[src/rtl/tlul_pkg.sv]
// Minimal TL-UL type set shared by the peripheral crossbar and its devices.
package tlul_pkg;

  typedef enum logic [2:0] {
    PutFullData    = 3'h0,
    PutPartialData = 3'h1,
    Get            = 3'h4
  } tl_a_op_e;

  typedef enum logic [2:0] {
    AccessAck     = 3'h0,
    AccessAckData = 3'h1
  } tl_d_op_e;

  typedef struct packed {
    logic        a_valid;
    tl_a_op_e    a_opcode;
    logic [2:0]  a_param;
    logic [1:0]  a_size;
    logic [7:0]  a_source;
    logic [31:0] a_address;
    logic [3:0]  a_mask;
    logic [31:0] a_data;
    logic        d_ready;
  } tl_h2d_t;

  typedef struct packed {
    logic        d_valid;
    tl_d_op_e    d_opcode;
    logic [2:0]  d_param;
    logic [1:0]  d_size;
    logic [7:0]  d_source;
    logic        d_sink;
    logic [31:0] d_data;
    logic        d_error;
    logic        a_ready;
  } tl_d2h_t;

endpackage

[src/rtl/xbar_peri_pkg.sv]
// Address map and device indices for the peripheral crossbar.
package xbar_peri_pkg;

  localparam int NDEV_DEFAULT = 4;

  localparam logic [NDEV_DEFAULT-1:0][31:0] DEV_BASE = {
    32'h4003_0000, 32'h4002_0000, 32'h4001_0000, 32'h4000_0000
  };

  localparam logic [NDEV_DEFAULT-1:0][31:0] DEV_MASK = {NDEV_DEFAULT{32'h0000_0FFF}};

  typedef enum logic [4:0] {
    DevIdx0   = 5'd0,
    DevIdx1   = 5'd1,
    DevIdx2   = 5'd2,
    DevIdx3   = 5'd3,
    DevIdxErr = 5'd4
  } dev_idx_e;

endpackage

[src/rtl/tlul_err_resp.sv]
// Single-entry TL-UL error responder for accesses that decode to no device.
module tlul_err_resp
  import tlul_pkg::*;
(
  input  logic    clk_i,
  input  logic    rst_i,
  input  tl_h2d_t tl_h2d_i,
  output tl_d2h_t tl_d2h_o
);

  logic       pend_q, pend_d;
  logic       accept;
  logic [7:0] src_q;
  logic [1:0] size_q;
  tl_a_op_e   op_q;
  logic       unused_h2d;

  assign accept     = tl_h2d_i.a_valid & ~pend_q;
  assign unused_h2d = ^{tl_h2d_i.a_param, tl_h2d_i.a_address, tl_h2d_i.a_mask, tl_h2d_i.a_data};

  always_comb begin
    pend_d = pend_q;
    if (accept) begin
      pend_d = 1'b1;
    end else if (pend_q && tl_h2d_i.d_ready) begin
      pend_d = 1'b0;
    end
  end

  always_ff @(posedge clk_i or posedge rst_i) begin
    if (rst_i) begin
      pend_q <= 1'b0;
    end else begin
      pend_q <= pend_d;
    end
  end

  // Captured request fields are only meaningful while pend_q is set.
  always_ff @(posedge clk_i) begin
    if (accept) begin
      src_q  <= tl_h2d_i.a_source;
      size_q <= tl_h2d_i.a_size;
      op_q   <= tl_h2d_i.a_opcode;
    end
  end

  always_comb begin
    tl_d2h_o          = '0;
    tl_d2h_o.a_ready  = ~pend_q;
    tl_d2h_o.d_valid  = pend_q;
    tl_d2h_o.d_opcode = (op_q == Get) ? AccessAckData : AccessAck;
    tl_d2h_o.d_size   = size_q;
    tl_d2h_o.d_source = src_q;
    tl_d2h_o.d_data   = 32'hFFFF_FFFF;
    tl_d2h_o.d_error  = 1'b1;
  end

endmodule

[src/rtl/tlul_xbar_peri_n.sv]
// 1-to-N TL-UL peripheral crossbar: address decode, in-order steering, error target.
module tlul_xbar_peri_n
  import tlul_pkg::*;
  import xbar_peri_pkg::*;
#(
  parameter int                         NDev           = NDEV_DEFAULT,
  parameter int                         MaxOutstanding = 4,
  parameter logic [NDev-1:0][31:0]      DevBase        = DEV_BASE,
  parameter logic [NDev-1:0][31:0]      DevMask        = DEV_MASK
) (
  input  logic    clk_i,
  input  logic    rst_i,
  input  tl_h2d_t tl_h2d_main,
  output tl_d2h_t tl_d2h_main,
  output tl_h2d_t tl_h2d_dev [NDev],
  input  tl_d2h_t tl_d2h_dev [NDev]
);

  localparam int SteerW = $clog2(NDev + 1);
  localparam int CntW   = $clog2(MaxOutstanding + 1);

  logic [SteerW-1:0] steer_q, steer_d, dec;
  logic [CntW-1:0]   cnt_q, cnt_d;
  logic              stall, a_acc, d_acc;
  tl_d2h_t           tgt_d2h [NDev+1];
  tl_h2d_t           err_h2d;
  tl_d2h_t           err_d2h;

  // Lowest matching index wins, so scan from the top down.
  always_comb begin
    dec = SteerW'(NDev);
    for (int i = NDev - 1; i >= 0; i--) begin
      if ((tl_h2d_main.a_address & ~DevMask[i]) == DevBase[i]) begin
        dec = SteerW'(i);
      end
    end
  end

  // Responses come back in order only if every outstanding request went to one target.
  assign stall = ((cnt_q != '0) && (dec != steer_q)) ||
                 (cnt_q == CntW'(MaxOutstanding));

  always_comb begin
    for (int i = 0; i < NDev; i++) begin
      tgt_d2h[i] = tl_d2h_dev[i];
    end
    tgt_d2h[NDev] = err_d2h;
  end

  always_comb begin
    for (int i = 0; i < NDev; i++) begin
      tl_h2d_dev[i]         = tl_h2d_main;
      tl_h2d_dev[i].a_valid = tl_h2d_main.a_valid & ~stall & ~rst_i & (dec == SteerW'(i));
      tl_h2d_dev[i].d_ready = tl_h2d_main.d_ready & (steer_q == SteerW'(i));
    end
    err_h2d         = tl_h2d_main;
    err_h2d.a_valid = tl_h2d_main.a_valid & ~stall & ~rst_i & (dec == SteerW'(NDev));
    err_h2d.d_ready = tl_h2d_main.d_ready & (steer_q == SteerW'(NDev));
  end

  always_comb begin
    tl_d2h_main         = tgt_d2h[steer_q];
    tl_d2h_main.d_valid = tgt_d2h[steer_q].d_valid & ~rst_i;
    tl_d2h_main.a_ready = tgt_d2h[dec].a_ready & ~stall & ~rst_i;
  end

  assign a_acc = tl_h2d_main.a_valid & tl_d2h_main.a_ready;
  assign d_acc = tl_d2h_main.d_valid & tl_h2d_main.d_ready;

  always_comb begin
    steer_d = steer_q;
    cnt_d   = cnt_q;
    if (a_acc) begin
      steer_d = dec;
    end
    if (a_acc && !d_acc && (cnt_q != CntW'(MaxOutstanding))) begin
      cnt_d = cnt_q + CntW'(1);
    end else if (d_acc && !a_acc && (cnt_q != '0)) begin
      cnt_d = cnt_q - CntW'(1);
    end
  end

  always_ff @(posedge clk_i or posedge rst_i) begin
    if (rst_i) begin
      steer_q <= '0;
      cnt_q   <= '0;
    end else begin
      steer_q <= steer_d;
      cnt_q   <= cnt_d;
    end
  end

  tlul_err_resp u_err_resp (
    .clk_i    (clk_i),
    .rst_i    (rst_i),
    .tl_h2d_i (err_h2d),
    .tl_d2h_o (err_d2h)
  );

endmodule

[config.mk]
export PLATFORM = sky130hd
export DESIGN_NAME = tlul_xbar_peri_n
export DESIGN_NICKNAME = d
export VERILOG_FILES = /design/src/rtl/tlul_pkg.sv /design/src/rtl/xbar_peri_pkg.sv /design/src/rtl/tlul_err_resp.sv /design/src/rtl/tlul_xbar_peri_n.sv
export SDC_FILE = /design/constraint.sdc
export NUM_CORES = 1
export LEC_CHECK = 0
export CAP_MARGIN = 5
export CORE_AREA = 2 2 270 272
export CTS_CLUSTER_SIZE = 8
export DETAILED_ROUTE_END_ITERATION = 8
export DIE_AREA = 0 0 272 274
export DONT_BUFFER_PORTS = 1
export GPL_TIMING_DRIVEN = 0
export HOLD_SLACK_MARGIN = 0.03
export PLACE_DENSITY_LB_ADDON = 0.2
export SETUP_SLACK_MARGIN = 0.1
export SLEW_MARGIN = 10
export SYNTH_ARGS = -nofsm -noshare
export SYNTH_HDL_FRONTEND = slang
export SYNTH_HIERARCHICAL = 1
export SYNTH_SLANG_ARGS = --single-unit
[constraint.sdc]
create_clock -name clk_i -period 5.4 [get_ports clk_i]
set_input_delay 0.54 -clock clk_i [delete_from_list [all_inputs] [get_ports clk_i]]
set_output_delay 0.54 -clock clk_i [all_outputs]
set_load 0.02 [all_outputs]
==> impl_results.html <==
<table>
<tr><th>Metric</th><th>Value</th></tr>
<tr><th colspan="2">Status</th></tr>
<tr><td>Outcome</td><td>finished, final reports clean</td></tr>
<tr><th colspan="2">Critical path</th></tr>
<tr><td>Critical Path Source Type</td><td>register</td></tr>
<tr><td>Critical R2R Launch</td><td>steer_q[2]</td></tr>
<tr><td>Startpoint of the most critical setup path</td><td>steer_q[2]</td></tr>
<tr><td>RR Endpoint</td><td>cnt_q[2]</td></tr>
<tr><td>Highest net fanout along the worst path</td><td>7</td></tr>
<tr><td>Required time of the worst setup path</td><td>4.86 ns</td></tr>
<tr><td>Critical path arrival</td><td>3.21 ns</td></tr>
<tr><td>Endpoint kind of the worst setup timing path</td><td>primary output</td></tr>
<tr><td>Logic depth of the worst register-to-register path</td><td>9</td></tr>
<tr><td>Flop-to-flop setup slack</td><td>1.88 ns</td></tr>
<tr><td>Crit path capture</td><td>tl_h2d_dev[343]</td></tr>
<tr><td>WS Path Type</td><td>reg -&gt; out</td></tr>
<tr><th colspan="2">Synthesis</th></tr>
<tr><td>Register area share after synthesis</td><td>between 10% and 20%</td></tr>
<tr><td>Instance count of the mapped netlist</td><td>603</td></tr>
<tr><td>Compound-cell area share of the yosys netlist</td><td>10.7%</td></tr>
<tr><td>Fraction of registers with async set/reset</td><td>a little over a third</td></tr>
<tr><td>Yosys synthesis warning count</td><td>6</td></tr>
<tr><td>Post-synth top flop</td><td>edfxtp_1</td></tr>
<tr><td>Flops &amp; latches, synth</td><td>20</td></tr>
<tr><td>Synthesized area</td><td>5630 µm²</td></tr>
<tr><td>Average instance area after synthesis</td><td>9.33 µm²</td></tr>
<tr><td>Share of the synthesized netlist area taken by xor and xnor gates</td><td>less than 1%</td></tr>
<tr><td>Multiplexer share of the synthesized area</td><td>20.8%</td></tr>
<tr><td>Distinct cell type count after synthesis</td><td>52</td></tr>
<tr><td>EDFF count, synth</td><td>13</td></tr>
<tr><td>Largest family of logic cells by synthesized area</td><td>buffers and inverters</td></tr>
<tr><td>Synthesized-area fraction occupied by and/or/nand/nor cells</td><td>4.72%</td></tr>
<tr><td>Area share of fa/ha/maj cells after synthesis</td><td>0.356%</td></tr>
<tr><th colspan="2">Global route</th></tr>
<tr><td>Via count of the first global-routing pass</td><td>about 3800</td></tr>
<tr><td>Global-route wire length before repair</td><td>29700 µm</td></tr>
<tr><td>Total routing resource utilization after global routing</td><td>under 10%</td></tr>
<tr><td>Pin count of the biggest net entering global routing</td><td>15</td></tr>
<tr><td>Total grt overflow</td><td>0</td></tr>
<tr><td>Number of antenna violations at the first check in global routing</td><td>5</td></tr>
<tr><th colspan="2">Placed design</th></tr>
<tr><td>HPWL after detailed placement</td><td>22300 µm</td></tr>
<tr><td>Total cell area at the placement stage</td><td>~7000 µm²</td></tr>
<tr><td>Count of buffers inserted at the top-level ports</td><td>0</td></tr>
<tr><td>Final weighted congestion in routability-driven placement</td><td>0.785</td></tr>
<tr><th colspan="2">Run</th></tr>
<tr><td>Max-cap violations</td><td>0</td></tr>
<tr><th colspan="2">Clock network</th></tr>
<tr><td>Root Driver</td><td>clkbuf_16</td></tr>
<tr><td>Clock-pin slew on the worst setup and hold paths</td><td>0.07 ns</td></tr>
<tr><td>Post-cts gate resize count</td><td>0</td></tr>
<tr><td>H-tree Lvls</td><td>1</td></tr>
<tr><td>Clock latency reported for the late side of the worst-skew pair</td><td>0.27 ns</td></tr>
<tr><td>Cts bufs inserted</td><td>3</td></tr>
<tr><td>Post-CTS setup buffer count</td><td>0</td></tr>
<tr><td>CTS sink cnt</td><td>20</td></tr>
<tr><td>TritonCTS clock tree</td><td>done</td></tr>
<tr><td>Clock buffer depth</td><td>2</td></tr>
<tr><td>Number of hold buffers added after cts</td><td>1</td></tr>
<tr><th colspan="2">Die</th></tr>
<tr><td>Width of the die</td><td>272 µm</td></tr>
<tr><td>Initial cell density of the core</td><td>7.82%</td></tr>
<tr><td>Die area</td><td>74500 µm²</td></tr>
<tr><td>Core Box Area</td><td>72000 µm²</td></tr>
<tr><td>Height of the die</td><td>274 µm</td></tr>
<tr><td>Std cell rows</td><td>between 90 and 100</td></tr>
<tr><td>Count of pins on the block boundary</td><td>692</td></tr>
<tr><th colspan="2">Pwr</th></tr>
<tr><td>Power per unit of standard cell area</td><td>225 nW/µm²</td></tr>
<tr><td>Maximum ir drop on the vdd rail</td><td>between 90 and 100 µV</td></tr>
<tr><td>P_leak</td><td>2.93 nW</td></tr>
<tr><th colspan="2">Timing</th></tr>
<tr><td>Fin crit share</td><td>69.4%</td></tr>
<tr><td>Setup repair after global routing missed its margin</td><td>false</td></tr>
<tr><td>Max Fclk</td><td>267 MHz</td></tr>
<tr><td>Pins Over Slew Limit</td><td>0</td></tr>
<tr><td>Transition time at the pin with the least slew margin</td><td>1.18 ns</td></tr>
<tr><td>Endpoints failing setup</td><td>0</td></tr>
<tr><td>Post-Route Skew</td><td>0.00250 ns</td></tr>
<tr><td>Time the final worst path needs with I/O delays and setup</td><td>3.75 ns</td></tr>
<tr><td>Tightest slew margin relative to the limit</td><td>21.4%</td></tr>
<tr><td>Setup TNS</td><td>0 ns</td></tr>
<tr><td>Number of failing hold endpoints at the final stage</td><td>0</td></tr>
<tr><th colspan="2">Cells and area</th></tr>
<tr><td>Share of layout cells above drive strength 1</td><td>69.8%</td></tr>
<tr><td>Fin util</td><td>about a tenth</td></tr>
<tr><td>Layout-stage area growth over the synthesis result</td><td>25.9%</td></tr>
<tr><td>Design area</td><td>7080 µm²</td></tr>
<tr><td>Number of nets in the final layout</td><td>about 940</td></tr>
<tr><th colspan="2">Detailed routing</th></tr>
<tr><td>Number of vias in the routed layout</td><td>4060</td></tr>
<tr><td>Remaining design rule violation count</td><td>0</td></tr>
<tr><td>DRT Pass-1 Iters</td><td>4</td></tr>
<tr><td>WL per Instance</td><td>15.3 µm</td></tr>
<tr><td>Vias/cell</td><td>2.52</td></tr>
<tr><td>Total routed wirelength</td><td>24600 µm</td></tr>
<tr><td>First DRT Iteration DRCs</td><td>112</td></tr>
<tr><td>ANT nets after route</td><td>0</td></tr>
<tr><th colspan="2">Hold path</th></tr>
<tr><td>Worst hold-check path type</td><td>in -&gt; async</td></tr>
</table>
-- worst min path at each step --
stage / startpoint / endpoint / slack [ns] / cells after the start
floorplan: rst_i / u_err_resp/pend_q / 0.27 / 1
global placement: rst_i / u_err_resp/pend_q / 0.27 / 1
detailed placement: rst_i / u_err_resp/pend_q / 0.28 / 1
CTS: rst_i / steer_q[2] / 0.11 / 1
global route: rst_i / cnt_q[2] / 0.13 / 1
finish: rst_i / steer_q[1] / 0.11 / 1
-- critical path, cell delays in order (launching register included) --
cell	delay, ns
dfrtp_1	0.47
clkinv_1	0.42
o41ai_1	0.59
a21oi_1	0.15
a21oi_1	0.20
nand3_1	0.13
nor4b_1	0.99
-- cells by family (layout without fill, tap and decap cells) --
group / count (synthesis) / in the layout
buffers and inverters: 412 / 418
AOI/OAI and AO/OA: 69 / 69
muxes: 53 / 53
and+or+nand+nor: 44 / 44
DFF: 20 / 20
other: 2 / 44
xor gates and xnor gates: 2 / 2
adders and majority gates: 1 / 1
-- synthesized netlist by cell type, types with 3 or more instances --
cell type,instances,share of area [%]
buf_4,376,50
mux4_2,51,20
a22o_1,50,7.8
clkbuf_1,16,1.1
edfxtp_1,13,6.9
nand2_1,10,0.67
inv_1,8,0.53
nor2_1,8,0.53
dfrtp_1,7,3.1
buf_1,6,0.40
a21oi_1,5,0.44
nor3b_1,3,0.40
o21ai_0,3,0.27
-- where the power goes --
part | internal, mW | switching (mW) | leakage [nW]
Sequential | 0.194 | 0.0262 | 0.207
Combinational | 0.403 | 0.797 | 2.68
Clock | 0.0997 | 0.0766 | 0.0386
-- placed cells by master, fill, tap and decap left out, types with 2 or more instances in the layout --
cell type,Yosys,layout
and3_1,2,2
clkbuf_16,0,3
a21oi_1,5,5
dfrtp_1,7,7
buf_4,376,376
mux4_2,51,51
buf_2,1,3
inv_1,8,8
conb_1,2,39
xor2_1,2,2
nand2_1,10,10
nand3_1,2,2
o21ai_0,3,3
edfxtp_1,13,13
nor2_1,8,8
clkbuf_8,2,2
diode_2,0,5
buf_1,6,4
mux2i_1,2,2
clkinv_1,1,2
nor4b_1,2,2
nor3b_1,3,2
clkbuf_1,16,16
a22o_1,50,50
nor3_1,2,2
-- layer usage --
layer | GRT usage (%) | share of wire, % | vias up
li1 | - | - | 1791
met1 | 6.04 | 36 | 1920
met2 | 11.0 | 54 | 334
met3 | 1.59 | 8.7 | 15
met4 | 1.76 | 1.9 | 0
met5 | 0 | 0 | -
-- layout make-up --
cell class,count,area (µm²)
fillers,8285,64900
inverters,10,37.5
diodes,5,12.5
plain buffers,402,2950
well taps,959,1200
multi-input cells,208,2220
flip-flops and latches,20,566
repair buffers,2,21.3
clock buffers,3,75.1
clock inverters,1,3.75
-- flip-flops by register name, indices dropped and copies added (netlist names) --
name and flops:
u_err_resp/pend_q 1, u_err_resp/src_q 8, u_err_resp/size_q 2, steer_q 3, u_err_resp/op_q 3, cnt_q 3
-- through the flow --
| stage | setup WS [ns] | total power [mW] | hold WS [ns] | instances |
|---|---|---|---|---|
| 6_report | 1.65 | 1.60 | 0.107 | 1610 |
| 2_1_floorplan | 2.26 | 1.18 | 0.269 | 640 |
| 3_5_place_dp | 1.69 | 1.46 | 0.275 | 1600 |
| 3_3_place_gp | 1.17 | 1.46 | 0.274 | 1599 |
| 4_1_cts | 1.40 | 1.65 | 0.109 | 1605 |
| 5_1_grt | 1.37 | 1.71 | 0.127 | 1607 |
(Power assumes the default switching activity.)
